===== config.mk =====
export PLATFORM = sky130hd
export DESIGN_NAME = uart_tx_arbiter_flat
export DESIGN_NICKNAME = d
export VERILOG_FILES = /design/src/rtl/uart_pkg.sv /design/src/rtl/uart_tx_arbiter_if.sv /design/src/rtl/uart_rr_pick.sv /design/src/rtl/uart_tx_arbiter.sv /design/src/flat_wrapper.sv
export SDC_FILE = /design/constraint.sdc
export NUM_CORES = 1
export LEC_CHECK = 0
export BUFFER_PORTS_ARGS = -buffer_cell sky130_fd_sc_hd__buf_2
export CORE_MARGIN = 2
export CORE_UTILIZATION = 43
export DETAILED_ROUTE_END_ITERATION = 12
export PLACE_DENSITY_LB_ADDON = 0.12
export REMOVE_ABC_BUFFERS = 1
export SYNTH_ARGS = -nofsm -noshare
export SYNTH_HDL_FRONTEND = slang
export SYNTH_SLANG_ARGS = --single-unit

===== constraint.sdc =====
create_clock -name clk -period 2.2 [get_ports clk]
set_input_delay 0.44 -clock clk [delete_from_list [all_inputs] [get_ports clk]]
set_output_delay 0.44 -clock clk [all_outputs]
set_load 0.1 [all_outputs]

===== src/rtl/uart_pkg.sv =====
// rtl/uart_pkg.sv - shared constants for the UART transmit arbiter
// Contents:
//   ST_IDLE / ST_GRANT       : arbiter FSM encoding
//   DEFAULT_TIMEOUT_CYCLES   : default in-packet idle limit before a lock is dropped
//   baud_div()               : clock cycles per UART bit for a given clock and baud rate
package uart_pkg;

  localparam logic [0:0] ST_IDLE  = 1'b0;
  localparam logic [0:0] ST_GRANT = 1'b1;

  localparam int DEFAULT_TIMEOUT_CYCLES = 1250;

  function automatic int baud_div(input int clk_hz, input int baud);
    return (clk_hz + baud / 2) / baud;
  endfunction

endpackage


===== src/rtl/uart_tx_arbiter_if.sv =====
// rtl/uart_tx_arbiter_if.sv - requester/transmitter bundle of the UART transmit arbiter
// Signals:
//   req_valid/req_data/req_last : per-requester byte stream (requester i at bits [i*DATA_BITS +: DATA_BITS])
//   req_ready                   : per-requester accept
//   tx_valid/tx_data/tx_ready   : byte stream toward the UART transmitter
//   cts_n                       : synchronized clear-to-send, active-low
//   grant_id/busy/timeout       : arbitration status
// Modports: master = requesters + transmitter side, slave = arbiter.
interface uart_tx_arbiter_if #(
  parameter int NUM_REQ   = 4,
  parameter int DATA_BITS = 8
);
  localparam int GW = $clog2(NUM_REQ);

  logic [NUM_REQ-1:0]           req_valid;
  logic [NUM_REQ*DATA_BITS-1:0] req_data;
  logic [NUM_REQ-1:0]           req_last;
  logic [NUM_REQ-1:0]           req_ready;
  logic                         tx_valid;
  logic [DATA_BITS-1:0]         tx_data;
  logic                         tx_ready;
  logic                         cts_n;
  logic [GW-1:0]                grant_id;
  logic                         busy;
  logic                         timeout;

  modport master (
    output req_valid, req_data, req_last, tx_ready, cts_n,
    input  req_ready, tx_valid, tx_data, grant_id, busy, timeout
  );

  modport slave (
    input  req_valid, req_data, req_last, tx_ready, cts_n,
    output req_ready, tx_valid, tx_data, grant_id, busy, timeout
  );

endinterface


===== src/rtl/uart_rr_pick.sv =====
// rtl/uart_rr_pick.sv - combinational round-robin winner select
// Ports:
//   req   : request vector
//   ptr   : last served index; search starts at (ptr+1) mod NUM_REQ
//   idx   : winning index (0 when nothing found)
//   found : at least one request was set
module uart_rr_pick #(
  parameter int NUM_REQ = 4,
  parameter int IDX_W   = $clog2(NUM_REQ)
) (
  input  logic [NUM_REQ-1:0] req,
  input  logic [IDX_W-1:0]   ptr,
  output logic [IDX_W-1:0]   idx,
  output logic               found
);

  always_comb begin
    idx   = '0;
    found = 1'b0;
    // Walk the ring once, beginning just after the last winner.
    for (int j = 1; j <= NUM_REQ; j++) begin
      if (!found && req[(int'(ptr) + j) % NUM_REQ]) begin
        found = 1'b1;
        idx   = IDX_W'((int'(ptr) + j) % NUM_REQ);
      end
    end
  end

endmodule


===== src/rtl/uart_tx_arbiter.sv =====
// rtl/uart_tx_arbiter.sv - packet-locked round-robin arbiter feeding one UART transmitter
// Ports:
//   clk : rising-edge clock
//   rst : synchronous, active-high reset
//   bus : uart_tx_arbiter_if.slave (requester streams, transmitter stream, cts_n, status)
// A granted requester keeps the transmitter until its req_last byte transfers, or until it
// has been idle for TIMEOUT_CYCLES unstalled cycles, whichever comes first.
module uart_tx_arbiter
  import uart_pkg::*;
#(
  parameter int NUM_REQ        = 4,
  parameter int DATA_BITS      = 8,
  parameter int TIMEOUT_CYCLES = DEFAULT_TIMEOUT_CYCLES
) (
  input  logic              clk,
  input  logic              rst,
  uart_tx_arbiter_if.slave  bus
);

  localparam int GW = $clog2(NUM_REQ);
  localparam int CW = $clog2(TIMEOUT_CYCLES + 1);

  logic [0:0]           state;
  logic [GW-1:0]        grant_id;
  logic [GW-1:0]        rr_ptr;
  logic [CW-1:0]        idle_cnt;
  logic                 tx_valid;
  logic [DATA_BITS-1:0] tx_data;
  logic                 timeout;

  logic [GW-1:0]        pick_idx;
  logic                 pick_found;

  logic                 g_valid;
  logic                 g_last;
  logic [DATA_BITS-1:0] g_data;
  logic                 tx_open;
  logic                 accept;
  logic                 xfer;
  logic                 stall;
  logic                 idle_tick;
  logic                 cnt_hit;

  uart_rr_pick #(
    .NUM_REQ (NUM_REQ),
    .IDX_W   (GW)
  ) u_pick (
    .req   (bus.req_valid),
    .ptr   (rr_ptr),
    .idx   (pick_idx),
    .found (pick_found)
  );

  // Mux out the granted requester's stream.
  always_comb begin
    g_valid = 1'b0;
    g_last  = 1'b0;
    g_data  = '0;
    for (int i = 0; i < NUM_REQ; i++) begin
      if (GW'(i) == grant_id) begin
        g_valid = bus.req_valid[i];
        g_last  = bus.req_last[i];
        g_data  = bus.req_data[i*DATA_BITS +: DATA_BITS];
      end
    end
  end

  // The holding register can take a byte when empty or draining this cycle.
  assign tx_open   = !tx_valid || bus.tx_ready;
  assign accept    = !rst && (state == ST_GRANT) && !bus.cts_n && tx_open;
  assign xfer      = accept && g_valid;
  // A stall is the fault of the transmitter side, not the requester, so it must not
  // count toward the requester's idle timeout.
  assign stall     = bus.cts_n || !tx_open;
  assign idle_tick = (state == ST_GRANT) && !g_valid && !stall;
  assign cnt_hit   = idle_tick && (idle_cnt == CW'(TIMEOUT_CYCLES - 1));

  always_ff @(posedge clk) begin
    if (rst) begin
      state    <= ST_IDLE;
      grant_id <= '0;
      rr_ptr   <= GW'(NUM_REQ - 1);
      idle_cnt <= '0;
      tx_valid <= 1'b0;
      tx_data  <= '0;
      timeout  <= 1'b0;
    end else begin
      timeout <= 1'b0;

      if (xfer) begin
        tx_valid <= 1'b1;
        tx_data  <= g_data;
      end else if (bus.tx_ready) begin
        tx_valid <= 1'b0;
      end

      case (state)
        ST_IDLE: begin
          idle_cnt <= '0;
          if (!bus.cts_n && pick_found) begin
            grant_id <= pick_idx;
            state    <= ST_GRANT;
          end
        end
        default: begin
          if (xfer && g_last) begin
            state    <= ST_IDLE;
            rr_ptr   <= grant_id;
            idle_cnt <= '0;
          end else if (xfer || g_valid) begin
            idle_cnt <= '0;
          end else if (cnt_hit) begin
            state    <= ST_IDLE;
            rr_ptr   <= grant_id;
            idle_cnt <= '0;
            timeout  <= 1'b1;
          end else if (idle_tick) begin
            idle_cnt <= idle_cnt + CW'(1);
          end
        end
      endcase
    end
  end

  assign bus.req_ready = accept ? (NUM_REQ'(1) << grant_id) : '0;
  assign bus.tx_valid  = tx_valid;
  assign bus.tx_data   = tx_data;
  assign bus.grant_id  = grant_id;
  assign bus.busy      = (state == ST_GRANT);
  assign bus.timeout   = timeout;

endmodule

===== src/flat_wrapper.sv =====
// flat-port wrapper written by rule: the top's interface ports become plain ports
module uart_tx_arbiter_flat import uart_pkg::*;
#(
  parameter int NUM_REQ        = 4,
  parameter int DATA_BITS      = 8,
  parameter int TIMEOUT_CYCLES = DEFAULT_TIMEOUT_CYCLES
)
  (clk, rst, bus_req_valid, bus_req_data, bus_req_last, bus_tx_ready, bus_cts_n, bus_req_ready, bus_tx_valid, bus_tx_data, bus_grant_id, bus_busy, bus_timeout);
  uart_tx_arbiter_if #(.NUM_REQ(NUM_REQ), .DATA_BITS(DATA_BITS)) bus_i ();
  input  logic clk;
  input  logic rst;
  input wire logic [$bits(bus_i.req_valid)-1:0] bus_req_valid;
  input wire logic [$bits(bus_i.req_data)-1:0] bus_req_data;
  input wire logic [$bits(bus_i.req_last)-1:0] bus_req_last;
  input wire logic [$bits(bus_i.tx_ready)-1:0] bus_tx_ready;
  input wire logic [$bits(bus_i.cts_n)-1:0] bus_cts_n;
  output wire logic [$bits(bus_i.req_ready)-1:0] bus_req_ready;
  output wire logic [$bits(bus_i.tx_valid)-1:0] bus_tx_valid;
  output wire logic [$bits(bus_i.tx_data)-1:0] bus_tx_data;
  output wire logic [$bits(bus_i.grant_id)-1:0] bus_grant_id;
  output wire logic [$bits(bus_i.busy)-1:0] bus_busy;
  output wire logic [$bits(bus_i.timeout)-1:0] bus_timeout;
  assign bus_i.req_valid = bus_req_valid;
  assign bus_i.req_data = bus_req_data;
  assign bus_i.req_last = bus_req_last;
  assign bus_i.tx_ready = bus_tx_ready;
  assign bus_i.cts_n = bus_cts_n;
  assign bus_req_ready = bus_i.req_ready;
  assign bus_tx_valid = bus_i.tx_valid;
  assign bus_tx_data = bus_i.tx_data;
  assign bus_grant_id = bus_i.grant_id;
  assign bus_busy = bus_i.busy;
  assign bus_timeout = bus_i.timeout;
  uart_tx_arbiter #(.NUM_REQ(NUM_REQ), .DATA_BITS(DATA_BITS), .TIMEOUT_CYCLES(TIMEOUT_CYCLES)) u_core (.clk(clk), .rst(rst), .bus(bus_i));
endmodule

Yosys cells after proc, flatten, opt, wreduce, memory -nomap -nowiden
Index checks and enable logic that the tools add are counted.
{ "totals": {"ff_bits": 26, "latch_bits": 0, "ram_bits": 0, "romBits": 0, "input_bits": 44, "output_inout_bits": 17, "elab_cells": 106, "n_memories": 0} }
{ "op_classes": {"add_sub_neg": 5, "multipliers": 0, "div_mod_pow": 0, "order_cmp": 4, "n_eq_ne": 5, "shifts": 1, "muxes": 44, "bitwise_logic": 5, "reduce_logical": 35} }
{ "op_table": {"columns": ["operator", "count"], "rows": [
  ["2-to-1 mux 8 bit", 4],
  ["2-to-1 mux 1 bit", 28],
  ["less-than comparator 3 x 4 -> 1 bit, second input constant", 4],
  ["2-to-1 mux 2 bit", 7],
  ["logical AND 1 bit", 12],
  ["adder 11 x 1 -> 11 bit, second input constant", 1],
  ["== test 11 bit, second input constant", 1],
  ["zero test 1 bit", 9],
  ["binary-select mux 1 bit (select 2 bit)", 4],
  ["OR reduction 2 bit", 4],
  ["OR reduction 5 bit", 1],
  ["adder 2 x 1 -> 2 bit, second input constant", 2],
  ["adder 2 bit, second input constant", 2],
  ["AND 1 bit, first input constant", 4],
  ["== test 2 bit, first input constant", 2],
  ["2-to-1 mux 4 bit", 1],
  ["nonzero test 2 bit", 2],
  ["OR reduction 4 bit", 1],
  ["left shift 1 x 2 -> 4 bit, first input constant", 1],
  ["logical OR 1 bit", 3],
  ["AND reduction 3 bit", 1],
  ["== test 1 x 2 -> 1 bit, first input constant", 1],
  ["zero test 2 bit", 1],
  ["inequality test 2 x 1 -> 1 bit, second input constant", 1],
  ["2 further kinds", 2]
]} }

Longest topological paths before layout
{ "logic_depth": {"ltp_word": 19, "ltp_mapped": 7, "depth_no_buf": 5} }

By module
From an unflattened synthesis, not the netlist that was laid out.
{ "hier_totals": {"hier_cells": 163, "area_unflattened_um2": 1531.5} }
{ "by_module_without_submodules": {"columns": ["mod", "n_inst", "cells_per_inst", "area_each_um2", "seq_area_each_um2"], "rows": [
  ["uart_tx_arbiter", 1, 149, 1440.1, 520.5],
  ["uart_rr_pick", 1, 14, 91.3, 0.0]
]} }

Least setup slack after synthesis
Ideal clock, no wire load.
{ "synth_timing": {"path_type": "reg2out", "start": "register u_core.state (netlist: u_core.bus.busy)", "end": "output bus_req_ready[2]", "t_arrival_ns": 3.862, "required_ns": 1.760, "slack_ns": -2.102, "path_stages_with_launch": 4, "n_path_buf": 0, "cell_sequence": "dfxtp_1 -> nand2b_1 -> or3_1 -> nor3b_1"} }
{ "synth_via": {"elab_chain_len": 4} }
{ "synth_rtl": {"columns": ["element", "line", "rtl"], "rows": [
  ["from (decl)", "uart_tx_arbiter.sv:23", "logic [0:0] state;"],
  ["from (signal assigned)", "uart_tx_arbiter.sv:80", "state <= ST_IDLE;"],
  ["from (signal assigned)", "uart_tx_arbiter.sv:102", "state <= ST_GRANT;"],
  ["from (signal assigned)", "uart_tx_arbiter.sv:107", "state <= ST_IDLE;"],
  ["logical AND 1 bit (3 in a row)", "uart_tx_arbiter.sv:70", "assign accept = !rst && (state == ST_GRANT) && !bus.cts_n && tx_open;"],
  ["2-to-1 mux 4 bit", "uart_tx_arbiter.sv:125", "assign bus.req_ready = accept ? (NUM_REQ'(1) << grant_id) : '0;"],
  ["to (decl)", "flat_wrapper.sv:17", "output wire logic [$bits(bus_i.req_ready)-1:0] bus_req_ready;"]
]} }
Every way passes these cells.

Final worst setup path
{ "layout_timing": {"start": "register u_core.grant_id[1] (netlist: u_core.bus.grant_id[1])", "end": "register u_core.idle_cnt[7]"} }
{ "layout_via": {"elab_chain_len": 10, "word_cells_on_any_way": 20, "cone_classes": "eq/ne (3); mux (8); reduce/logical (9)"} }
{ "layout_rtl": {"columns": ["element", "line", "rtl"], "rows": [
  ["from (decl)", "uart_tx_arbiter.sv:24", "logic [GW-1:0] grant_id;"],
  ["from (signal assigned)", "uart_tx_arbiter.sv:101", "grant_id <= pick_idx;"],
  ["zero test 2 bit", "uart_tx_arbiter.sv:60", "if (GW'(i) == grant_id) begin"],
  ["2-to-1 mux 1 bit (4 in a row)", "uart_tx_arbiter.sv:60", null],
  ["zero test 1 bit", "uart_tx_arbiter.sv:75", "assign idle_tick = (state == ST_GRANT) && !g_valid && !stall;"],
  ["logical AND 1 bit (2 in a row)", "uart_tx_arbiter.sv:75", null],
  ["logical AND 1 bit", "uart_tx_arbiter.sv:76", "assign cnt_hit = idle_tick && (idle_cnt == CW'(TIMEOUT_CYCLES - 1));"],
  ["OR reduction 5 bit (no line)", null, null],
  ["to (signal assigned)", "uart_tx_arbiter.sv:118", "idle_cnt <= idle_cnt + CW'(1);"],
  ["to (decl)", "uart_tx_arbiter.sv:26", "logic [CW-1:0] idle_cnt;"]
]} }
Several ways; a longest one is shown, not always the timed one.
A chain may end at the register's enable or synchronous reset.

==> impl_results.md <==
* CP Capture Type: flip-flop
* IO buf count at 60
* DRT Pass-1 Iters at 4
* # IOs at 61
* CTS root buf: clkbuf_4
* Leak at 0.8762 nW
* Final GP Congestion at 0.8645
* Cell Area, Synth at 1533 µm²
* Die width at 63.71 µm
* Top cells by area, synth: dfxtp_1 34%, mux4_2 13%, mux2i_1 7.2%
* Synthesis Warnings at 0
* Tot GR Track Use at 20.23%
* Total area of sequential cells at 525.5 µm²
* Vias in the first global route at 1434
* CTS tree: built
* Pre-CTS setup slack at -151.5 ps
* First DRT Iteration DRCs at 44
* First-pass GRT wire length at 6.561 mm
* Arrival @ worst endpoint at 2450 ps
* Violated checks: negative setup slack
* Crit-path cells: mux4_2 -> buf_4 -> or4b_4 -> o41ai_1 -> a21oi_1
* Die span in y at 63.71 µm
* Layout cells sized above 1 at 45.53%
* Core box area at 3390 µm²
* ANT nets after route at 0
* Status: finished with violations
* Area Growth Syn to Fin at 38.53%
* Hold/Removal Path Class: input port to flip-flop
* Worst VDD drop at 0.2716 mV
* Max Slew Vio Count at 0
* Synth unique cells at 38
* Max Clock Skew at 4.661 ps
* Worst-Skew Late Latency at 340 ps
* Post-route DRC violation count at 0
* Slowest cell on crit path: mux4_2
* CTS Buffer Depth at 2
* Footprint of the multi-input gates at 988.4 µm²
* ANT cells at 0
* WS Path Type: flip-flop to flip-flop
* CP max FO at 6
* Starting Density at 45.22%
* H-tree depth at 1
* Inst Count DP at 274
* Register area share after synthesis at 33.96%
* # rows at 21
* Cell area power density at 538.0 nW/µm²
* WP data required at 2440 ps
* Worst setup SP type: flip-flop
* Slowest cell delay on critical path at 530 ps
* Mean area per synthesized cell at 9.346 µm²
* Detail Placement HPWL at 3.080 mm
* DR vias at 1566
* RSZ-0062 raised after global routing: true
* Setup WS post-layout at -13.91 ps
* Initial antenna violation count at 0
* Final wirelength at 4.167 mm
* Sink Count at 26
* Post-synth top area cell: dfxtp_1
* Layout Cells excl Fill at 281
* Yosys reg bits at 26
* Max-cap viol count at 0
* Fin. Hold Viols at 0
* Layout fillers at 298
* Total CTS buffers at 3
* Post-layout min period at 2214 ps
* Clock-pin transition on the worst setup and hold timing paths at 150 ps
* Worst-Margin Slew at 483.6 ps
* Remaining Overflow, GRT at 0
* Fmax at 0.4517 GHz
* Crit path buf inv count at 1
* DR WL/cell at 14.83 µm
* Die Area at 4058 µm²
* Max_slew headroom at 67.30%
* Setup violators final at 1
* Cells after Synth at 164
* Final Cycle Share at 100.6%
* Net count reported at finish at 282
* Yosys top cell area share at 33.96%
* Via-to-Cell Ratio at 5.573
* Crit path max-delay family: multiplexers
* Largest net degree at the start of global routing at 19
[through the flow]
| stage | area [µm²] | hold slack [ps] | utilization, % | total power, mW | setup TNS [ps] |
|---|---|---|---|---|---|
| finish | 2123 | 440.2 | 62.64 | 1.142 | -13.91 |
| global route | 2123 | 471.9 | 62.64 | 1.185 | -184.5 |
| CTS | 2066 | 437.0 | 60.95 | 1.134 | 0 |
| detailed placement | 2002 | 447.2 | 59.06 | 0.7924 | -731.3 |
| global placement | 2002 | 443.1 | 59.06 | 0.7848 | -475.8 |
| floorplan | 1479 | 452.2 | - | 0.6883 | -22510 |
[cell type report]
cell class / instances / share of cell area (%)
flip-flops and latches: 26 / 24.75
clock buffers: 3 / 1.061
repair buffers: 76 / 22.63
multi-input cells: 124 / 46.55
inverters: 5 / 0.8839
clock inverters: 1 / 1.414
well taps: 46 / 2.711
[cells in the mapped netlist (all sizes together)]
| cell type | number |
|---|---|
| nand4b | 1 |
| o221a | 1 |
| ha | 2 |
| or2 | 2 |
| nand4 | 2 |
| nor2b | 3 |
| nor4 | 1 |
| nor3b | 2 |
| a21oi | 13 |
| nand3 | 7 |
| o31ai | 4 |
| nor3 | 4 |
| o21ai | 4 |
| inv | 5 |
| clkbuf | 6 |
| mux2i | 11 |
| dfxtp | 26 |
| nand2b | 7 |
| or4 | 4 |
| buf | 4 |
| a2111o | 1 |
| mux4 | 9 |
| nor4bb | 1 |
| a21boi | 1 |
| nand2 | 8 |
| nor2 | 17 |
| a211o | 1 |
| or3 | 3 |
| o41ai | 3 |
| and3 | 2 |
| nor4b | 2 |
| or4b | 4 |
| xor2 | 1 |
| a211oi | 1 |
| o22ai | 1 |
[cell families after synthesis]
family,synth area share [%]
buf+inv,4.734
compound gates,12.65
xor+xnor,0.5715
fa+ha+maj,1.632
mux,20.41
flops,33.96
simple gates,26.04
[worst min-delay path, stage by stage]
cell and delay (ps):
buf_2 80, nand2b_1 150, o21ai_0 80
[state kept, by name, summed over array words and instances (netlist names)]
signal	cells
u_core.idle_cnt	11
u_core.bus.tx_data	8
u_core.bus.grant_id	2
u_core.rr_ptr	2
u_core.bus.busy	1
u_core.bus.timeout	1
u_core.bus.tx_valid	1
[where the power goes]
part | total (mW) | internal [mW] | switching (mW)
clock network | 0.346 | 0.185 | 0.161
logic | 0.303 | 0.129 | 0.174
registers | 0.494 | 0.484 | 0.0100
total | 1.14 | 0.797 | 0.345
[metal layers]
| metal | global-route usage, % | vias to the layer above | part of all wire [%] |
|---|---|---|---|
| met5 | 0 | - | 0 |
| met4 | 4.891 | 0 | 0.96 |
| met3 | 2.500 | 6 | 4.8 |
| met2 | 35.66 | 55 | 52 |
| met1 | 26.21 | 738 | 42 |
| li1 | - | 767 | - |
[repair_timing]
action                     4_1_cts  5_1_grt
gates resized for setup          3        9
hold buffers                     0        0
setup buffers                    0        2
pin swaps                        0        9
setup endpoints to repair        2        6
hold endpoints to repair         0        0
gates cloned                     0        1
[cells in the final DEF (no fill, tap or decap), types with 3 or more instances in the layout]
master / netlist / layout
buf_2: 1 / 56
o41ai_1: 3 / 3
o31ai_1: 4 / 3
a21oi_1: 13 / 11
nor2b_1: 3 / 3
nand2_1: 8 / 8
nand2b_1: 7 / 7
nor3_1: 4 / 3
mux2i_1: 11 / 11
inv_1: 5 / 5
or4b_2: 3 / 3
clkbuf_4: 0 / 3
nor2_1: 17 / 17
o21ai_0: 4 / 4
buf_12: 0 / 4
buf_4: 0 / 16
nand3_1: 7 / 7
dfxtp_1: 26 / 24
mux4_2: 9 / 9
[path summary, 6_finish.rpt]
kind,startpoint,to,slack (ps),depth (start not counted)
max,u_core.bus.grant_id[1]$_SDFFE_PP0P_,u_core.idle_cnt[7]$_SDFFE_PP0P_,-10,5
min,bus_tx_ready,u_core.bus.tx_valid$_SDFFE_PP0P_,440,3
max reg2reg,u_core.bus.grant_id[1]$_SDFFE_PP0P_,u_core.idle_cnt[7]$_SDFFE_PP0P_,-10,5
min reg2reg,u_core.bus.tx_data[3]$_SDFFE_PP0P_,u_core.bus.tx_data[3]$_SDFFE_PP0P_,500,2
(Power assumes the default switching activity.)
